`src/rtl/trap_ctrl_pkg.sv`:
```
// Shared trap constants: CSR addresses, cause codes, system-instruction encodings,
// mstatus/mie bit positions and the mstatus rewrite helpers used on trap entry and MRET.
package trap_ctrl_pkg;

   localparam logic [11:0] CSR_MSTATUS = 12'h300;
   localparam logic [11:0] CSR_MTVEC   = 12'h305;
   localparam logic [11:0] CSR_MEPC    = 12'h341;
   localparam logic [11:0] CSR_MCAUSE  = 12'h342;

   localparam logic [63:0] CAUSE_ECALL_M   = 64'd11;
   localparam logic [63:0] CAUSE_TIMER_IRQ = 64'h8000_0000_0000_0007;

   localparam logic [31:0] INST_ECALL = 32'h0000_0073;
   localparam logic [31:0] INST_MRET  = 32'h3020_0073;

   localparam int MSTATUS_MIE  = 3;
   localparam int MSTATUS_MPIE = 7;
   localparam int MIE_MTIE     = 7;

   function automatic logic [63:0] mstatus_on_trap(input logic [63:0] s);
      logic [63:0] r;
      r               = s;
      r[MSTATUS_MPIE] = s[MSTATUS_MIE];
      r[MSTATUS_MIE]  = 1'b0;
      return r;
   endfunction

   function automatic logic [63:0] mstatus_on_mret(input logic [63:0] s);
      logic [63:0] r;
      r               = s;
      r[MSTATUS_MIE]  = s[MSTATUS_MPIE];
      r[MSTATUS_MPIE] = 1'b1;
      return r;
   endfunction

endpackage

```
`src/rtl/trap_ctrl.sv`:
```
// Machine-mode trap/MRET sequencer: serialises mepc/mcause/mstatus updates through one
// CSR write port, then issues a single-cycle redirect; stalls the pipeline throughout.
module trap_ctrl
   import trap_ctrl_pkg::*;
(
   input  logic        clk,
   input  logic        rst,
   input  logic [31:0] inst_i,
   input  logic [63:0] inst_addr_i,
   input  logic        inst_valid_i,
   input  logic        irq_timer_i,
   input  logic [63:0] mstatus_i,
   input  logic [63:0] mtvec_i,
   input  logic [63:0] mepc_i,
   input  logic [63:0] mie_i,
   output logic        csr_we_o,
   output logic [11:0] csr_waddr_o,
   output logic [63:0] csr_wdata_o,
   output logic        hold_o,
   output logic        jump_en_o,
   output logic [63:0] jump_addr_o
);

   typedef enum logic [2:0] {
      S_IDLE,
      S_WR_MEPC,
      S_WR_MCAUSE,
      S_WR_MSTATUS,
      S_JUMP
   } state_e;

   state_e      state_q, state_d;
   logic [63:0] pc_q, pc_d;
   logic [63:0] cause_q, cause_d;
   logic [63:0] snap_q, snap_d;
   logic [63:0] target_q, target_d;
   logic        is_mret_q, is_mret_d;

   logic        ecall_det, mret_det, irq_det, any_det;
   logic [63:0] trap_vec;
   logic        unused_bits;

   assign ecall_det = inst_valid_i && (inst_i == INST_ECALL);
   assign mret_det  = inst_valid_i && (inst_i == INST_MRET);
   assign irq_det   = irq_timer_i && mstatus_i[MSTATUS_MIE] && mie_i[MIE_MTIE] && inst_valid_i;
   assign any_det   = ecall_det || mret_det || irq_det;
   assign trap_vec  = {mtvec_i[63:2], 2'b00};

   assign unused_bits = ^{mie_i[63:MIE_MTIE+1], mie_i[MIE_MTIE-1:0], mtvec_i[1:0]};

   always_ff @(posedge clk or posedge rst) begin
      if (rst) begin
         state_q   <= S_IDLE;
         pc_q      <= '0;
         cause_q   <= '0;
         snap_q    <= '0;
         target_q  <= '0;
         is_mret_q <= 1'b0;
      end else begin
         state_q   <= state_d;
         pc_q      <= pc_d;
         cause_q   <= cause_d;
         snap_q    <= snap_d;
         target_q  <= target_d;
         is_mret_q <= is_mret_d;
      end
   end

   // Synchronous exceptions win over the timer interrupt; a losing interrupt is simply
   // re-sampled the next time the FSM sits in IDLE.
   always_comb begin
      state_d   = state_q;
      pc_d      = pc_q;
      cause_d   = cause_q;
      snap_d    = snap_q;
      target_d  = target_q;
      is_mret_d = is_mret_q;
      case (state_q)
         S_IDLE: begin
            if (ecall_det) begin
               pc_d      = inst_addr_i;
               cause_d   = CAUSE_ECALL_M;
               snap_d    = mstatus_i;
               target_d  = trap_vec;
               is_mret_d = 1'b0;
               state_d   = S_WR_MEPC;
            end else if (mret_det) begin
               snap_d    = mstatus_i;
               target_d  = mepc_i;
               is_mret_d = 1'b1;
               state_d   = S_WR_MSTATUS;
            end else if (irq_det) begin
               pc_d      = inst_addr_i;
               cause_d   = CAUSE_TIMER_IRQ;
               snap_d    = mstatus_i;
               target_d  = trap_vec;
               is_mret_d = 1'b0;
               state_d   = S_WR_MEPC;
            end
         end
         S_WR_MEPC:    state_d = S_WR_MCAUSE;
         S_WR_MCAUSE:  state_d = S_WR_MSTATUS;
         S_WR_MSTATUS: state_d = S_JUMP;
         S_JUMP:       state_d = S_IDLE;
         default:      state_d = S_IDLE;
      endcase
   end

   always_comb begin
      csr_we_o    = 1'b0;
      csr_waddr_o = '0;
      csr_wdata_o = '0;
      jump_en_o   = 1'b0;
      jump_addr_o = '0;
      hold_o      = !rst && ((state_q != S_IDLE) || any_det);
      case (state_q)
         S_WR_MEPC: begin
            csr_we_o    = 1'b1;
            csr_waddr_o = CSR_MEPC;
            csr_wdata_o = pc_q;
         end
         S_WR_MCAUSE: begin
            csr_we_o    = 1'b1;
            csr_waddr_o = CSR_MCAUSE;
            csr_wdata_o = cause_q;
         end
         S_WR_MSTATUS: begin
            csr_we_o    = 1'b1;
            csr_waddr_o = CSR_MSTATUS;
            csr_wdata_o = is_mret_q ? mstatus_on_mret(snap_q) : mstatus_on_trap(snap_q);
         end
         S_JUMP: begin
            jump_en_o   = 1'b1;
            jump_addr_o = target_q;
         end
         default: ;
      endcase
   end

endmodule
```
`config.mk`:
```
export PLATFORM = sky130hd
export DESIGN_NAME = trap_ctrl
export DESIGN_NICKNAME = d
export VERILOG_FILES = /design/src/rtl/trap_ctrl_pkg.sv /design/src/rtl/trap_ctrl.sv
export SDC_FILE = /design/constraint.sdc
export NUM_CORES = 1
export LEC_CHECK = 0
export BUFFER_PORTS_ARGS = -buffer_cell sky130_fd_sc_hd__buf_2
export CAP_MARGIN = 20
export CORE_AREA = 2 2 192 194
export CTS_CLUSTER_DIAMETER = 80
export DETAILED_ROUTE_END_ITERATION = 8
export DIE_AREA = 0 0 194 196
export RECOVER_POWER = 25
export SLEW_MARGIN = 20
export SYNTH_ARGS = -nofsm -noshare
export SYNTH_HDL_FRONTEND = slang
export SYNTH_SLANG_ARGS = --single-unit
export TNS_END_PERCENT = 20
```
`constraint.sdc`:
```
create_clock -name clk -period 10.5 [get_ports clk]
set_clock_uncertainty 0.05 [all_clocks]
set_input_delay 1.575 -clock clk [delete_from_list [all_inputs] [get_ports clk]]
set_output_delay 1.575 -clock clk [all_outputs]
set_load 0.005 [all_outputs]
```
==> run summary <==
DRT iter0 DRCs: 194
FILL cells: 3,631
M2 GR Usage: 26.2%
Rel. slew slack: -121%
Worst Setup End Kind: primary output
Psw: 938 uW
total power: 2.89 mW
Distinct cells, synth: 39
sequential share of power: 46.0%
fmax: 156 MHz
Post-synth EDFFs: 0
pin count of the biggest net entering global routing: 81
Non-Filler Instances: 1,583
first-pass GRT wire length: 44,000 um
die height: 196 um
synth warn: 0
Worst-Margin Slew: 3.31 ns
CTS tree: yes
switching share of power: 32.5%
CP arrival: 4.80 ns
Post-CTS Setup Repair Bufs: 0
maxcap violations: 2
Post-DRT Antenna Nets: 0
CTS Hold Bufs: 0
predominant post-synthesis flop cell: dfrtp_1
vias in the first global route: 7,551
WL/cell: 18.1 um
Worst Hold Class: reg2reg
Fin Setup TNS: 0 ns
Die W: 194 um
async set-reset flop share out of synthesis: 100%
final hold violation count: 0
Port Buffers: 426
GR Layer Usage met3: 5.66%
clk slew on worst S/H paths: 0.08 ns
crit path kind: reg2out
mean area per synthesized cell: 13.6 sq um
post-layout util: 34.9%
failing checks: capacitance limit, slew limit
CP startpoint kind: flip-flop
leakage power: 6.58 nW
Routed WL: 28,600 um
vias: 7,232
share of total power in combinational logic: 31.4%
Seq/Total Area, Yosys: 51.8%
Layout area overhead: 31.1%
Post-Syn Instances: 708
antenna violations before repair: 8
Cell Area, Placed: 12,000 sq um
Final period util: 61.2%
die area: 38,000 sq um
DP HPWL: 21,000 um
RSZ-0062 raised after global routing: no
CTS resizes: 0
Overflow after GRT: 0
GR Util All Layers: 15.0%
Peak VDD IR: 0.000159 V
share of cells above drive strength 1: 50.9%
final setup fails: 0
Rows: 70
Worst Path Max Fanout: 60
I/O pins: 499
Vias/cell: 4.57
Worst EP required: 8.88 ns
finished layout cell area: 12,600 sq um
worst-case clock buffer depth: 2
Placed Cells: 1,550
outcome: finished with violations
GR peak layer: met2
area of the mapped netlist: 9610 sq um
Initial Utilization: 26.6%
part of the power in the clock network: 22.6%
CTS root buffer: clkbuf_16
Final Max Tran Viols: 117
Nets: 1,457
Core ar.: 36,100 sq um
CTS sink cnt: 199
Worst-Skew Late Latency: 0.44 ns
htree depth: 4
TritonCTS Buffers: 17
#FFs+latches synth: 199
Power Density: 229 nW/um^2
Int Pwr: 1.95 mW
met1 Use GR: 17.5%
Tmin final: 6.42 ns
DRT Pass-1 Iters: 4
Residual DRC: 0
gpl congestion: 0.724
cell usage in the layout, fill, tap and decap left out, types with 2 or more instances in the layout:
| master | instances |
|---|---|
| a21oi_1 | 4 |
| a22o_1 | 58 |
| a32o_1 | 3 |
| and2_1 | 2 |
| and3_1 | 65 |
| buf_2 | 426 |
| buf_4 | 7 |
| clkbuf_16 | 17 |
| clkinv_2 | 2 |
| clkinv_4 | 4 |
| conb_1 | 7 |
| dfrtp_1 | 198 |
| inv_1 | 3 |
| inv_6 | 5 |
| mux2_1 | 167 |
| mux2_2 | 89 |
| nand2_1 | 9 |
| nand4_1 | 2 |
| nor2_1 | 4 |
| nor2b_1 | 2 |
| nor3_1 | 2 |
| nor4_1 | 4 |
| nor4b_2 | 2 |
| o21ai_0 | 3 |
| or2_2 | 2 |
path summary, 6_finish.rpt:
check	cells after the start	slack [ns]	startpoint	to
max	6	4.08	state_q[2]	csr_wdata_o[7]
min	1	0.42	cause_q[1]	cause_q[1]
max reg2reg	3	6.49	state_q[2]	state_q[2]
min reg2reg	1	0.42	cause_q[1]	cause_q[1]
max in group asynchronous	3	6.81	rst	state_q[2]
min in group asynchronous	2	1.74	rst	target_q[43]
critical path: stages (launching register included):
cell,delay (ns)
dfrtp_2,0.62
buf_4,0.35
and3b_2,0.27
clkbuf_1,2.31
o21ai_0,0.45
nand2_1,0.19
buf_2,0.14
power groups by stage:
| stage | Sequential [mW] | Combinational (mW) | Clock (mW) |
|---|---|---|---|
| 2_1_floorplan | 1.26 | 0.606 | 0 |
| 3_3_place_gp | 1.32 | 0.904 | 0 |
| 3_5_place_dp | 1.34 | 0.924 | 0 |
| 4_1_cts | 1.33 | 0.929 | 0.682 |
| 5_1_grt | 1.38 | 1.01 | 0.714 |
| 6_report | 1.33 | 0.905 | 0.653 |
flip-flops by register name, summed over array words and instances, names as in the netlist:
name	flops
target_q	64
pc_q	64
cause_q	3
snap_q	64
is_mret_q	1
state_q	3
through the flow:
| step | setup WS [ns] | hold WS, ns |
|---|---|---|
| finish | 4.08 | 0.425 |
| floorplan | 2.71 | 0.383 |
| global placement | 5.35 | 0.397 |
| global route | 3.58 | 0.433 |
| detailed placement | 5.28 | 0.399 |
| CTS | 5.29 | 0.422 |
cell usage after synthesis, types with 4 or more instances:
| master | count | area (sq um) |
|---|---|---|
| a21oi_1 | 4 | 20.0 |
| a22o_1 | 58 | 508 |
| and3_1 | 65 | 407 |
| buf_2 | 6 | 30.0 |
| buf_4 | 14 | 105 |
| buf_6 | 17 | 191 |
| clkbuf_1 | 30 | 113 |
| dfrtp_1 | 199 | 4980 |
| inv_1 | 4 | 15.0 |
| mux2_1 | 167 | 1880 |
| mux2_2 | 89 | 1000 |
| nand2_1 | 10 | 37.5 |
| nor2_1 | 5 | 18.8 |
| nor4_1 | 4 | 25.0 |
metal layers:
| metal | part of all wire (%) | up-vias |
|---|---|---|
| li1 | - | 3363 |
| met1 | 40 | 3552 |
| met4 | 1.1 | 8 |
| met3 | 8.3 | 26 |
| met2 | 50 | 283 |
| met5 | 0.17 | - |
cell families after synthesis:
family          after synthesis  share of synthesized area, %
mux                         256                          30.0
simple gates                107                          6.95
buf+inv                      71                          4.73
other cells                   1                        0.0390
compound gates               74                          6.46
flops                       199                          51.8
cell type report:
cell class	count	area, sq um	share of cell area, %
sequential	199	4980	39.6
multi-input combinational	444	4230	33.6
timing repair buffer	435	2200	17.5
tap	468	586	4.65
clock buffer	18	439	3.49
clock inverter	14	138	1.09
inverter	4	16.3	0.129
antenna	1	2.50	0.0199
Note: power is estimated with default switching activity, not from simulation.
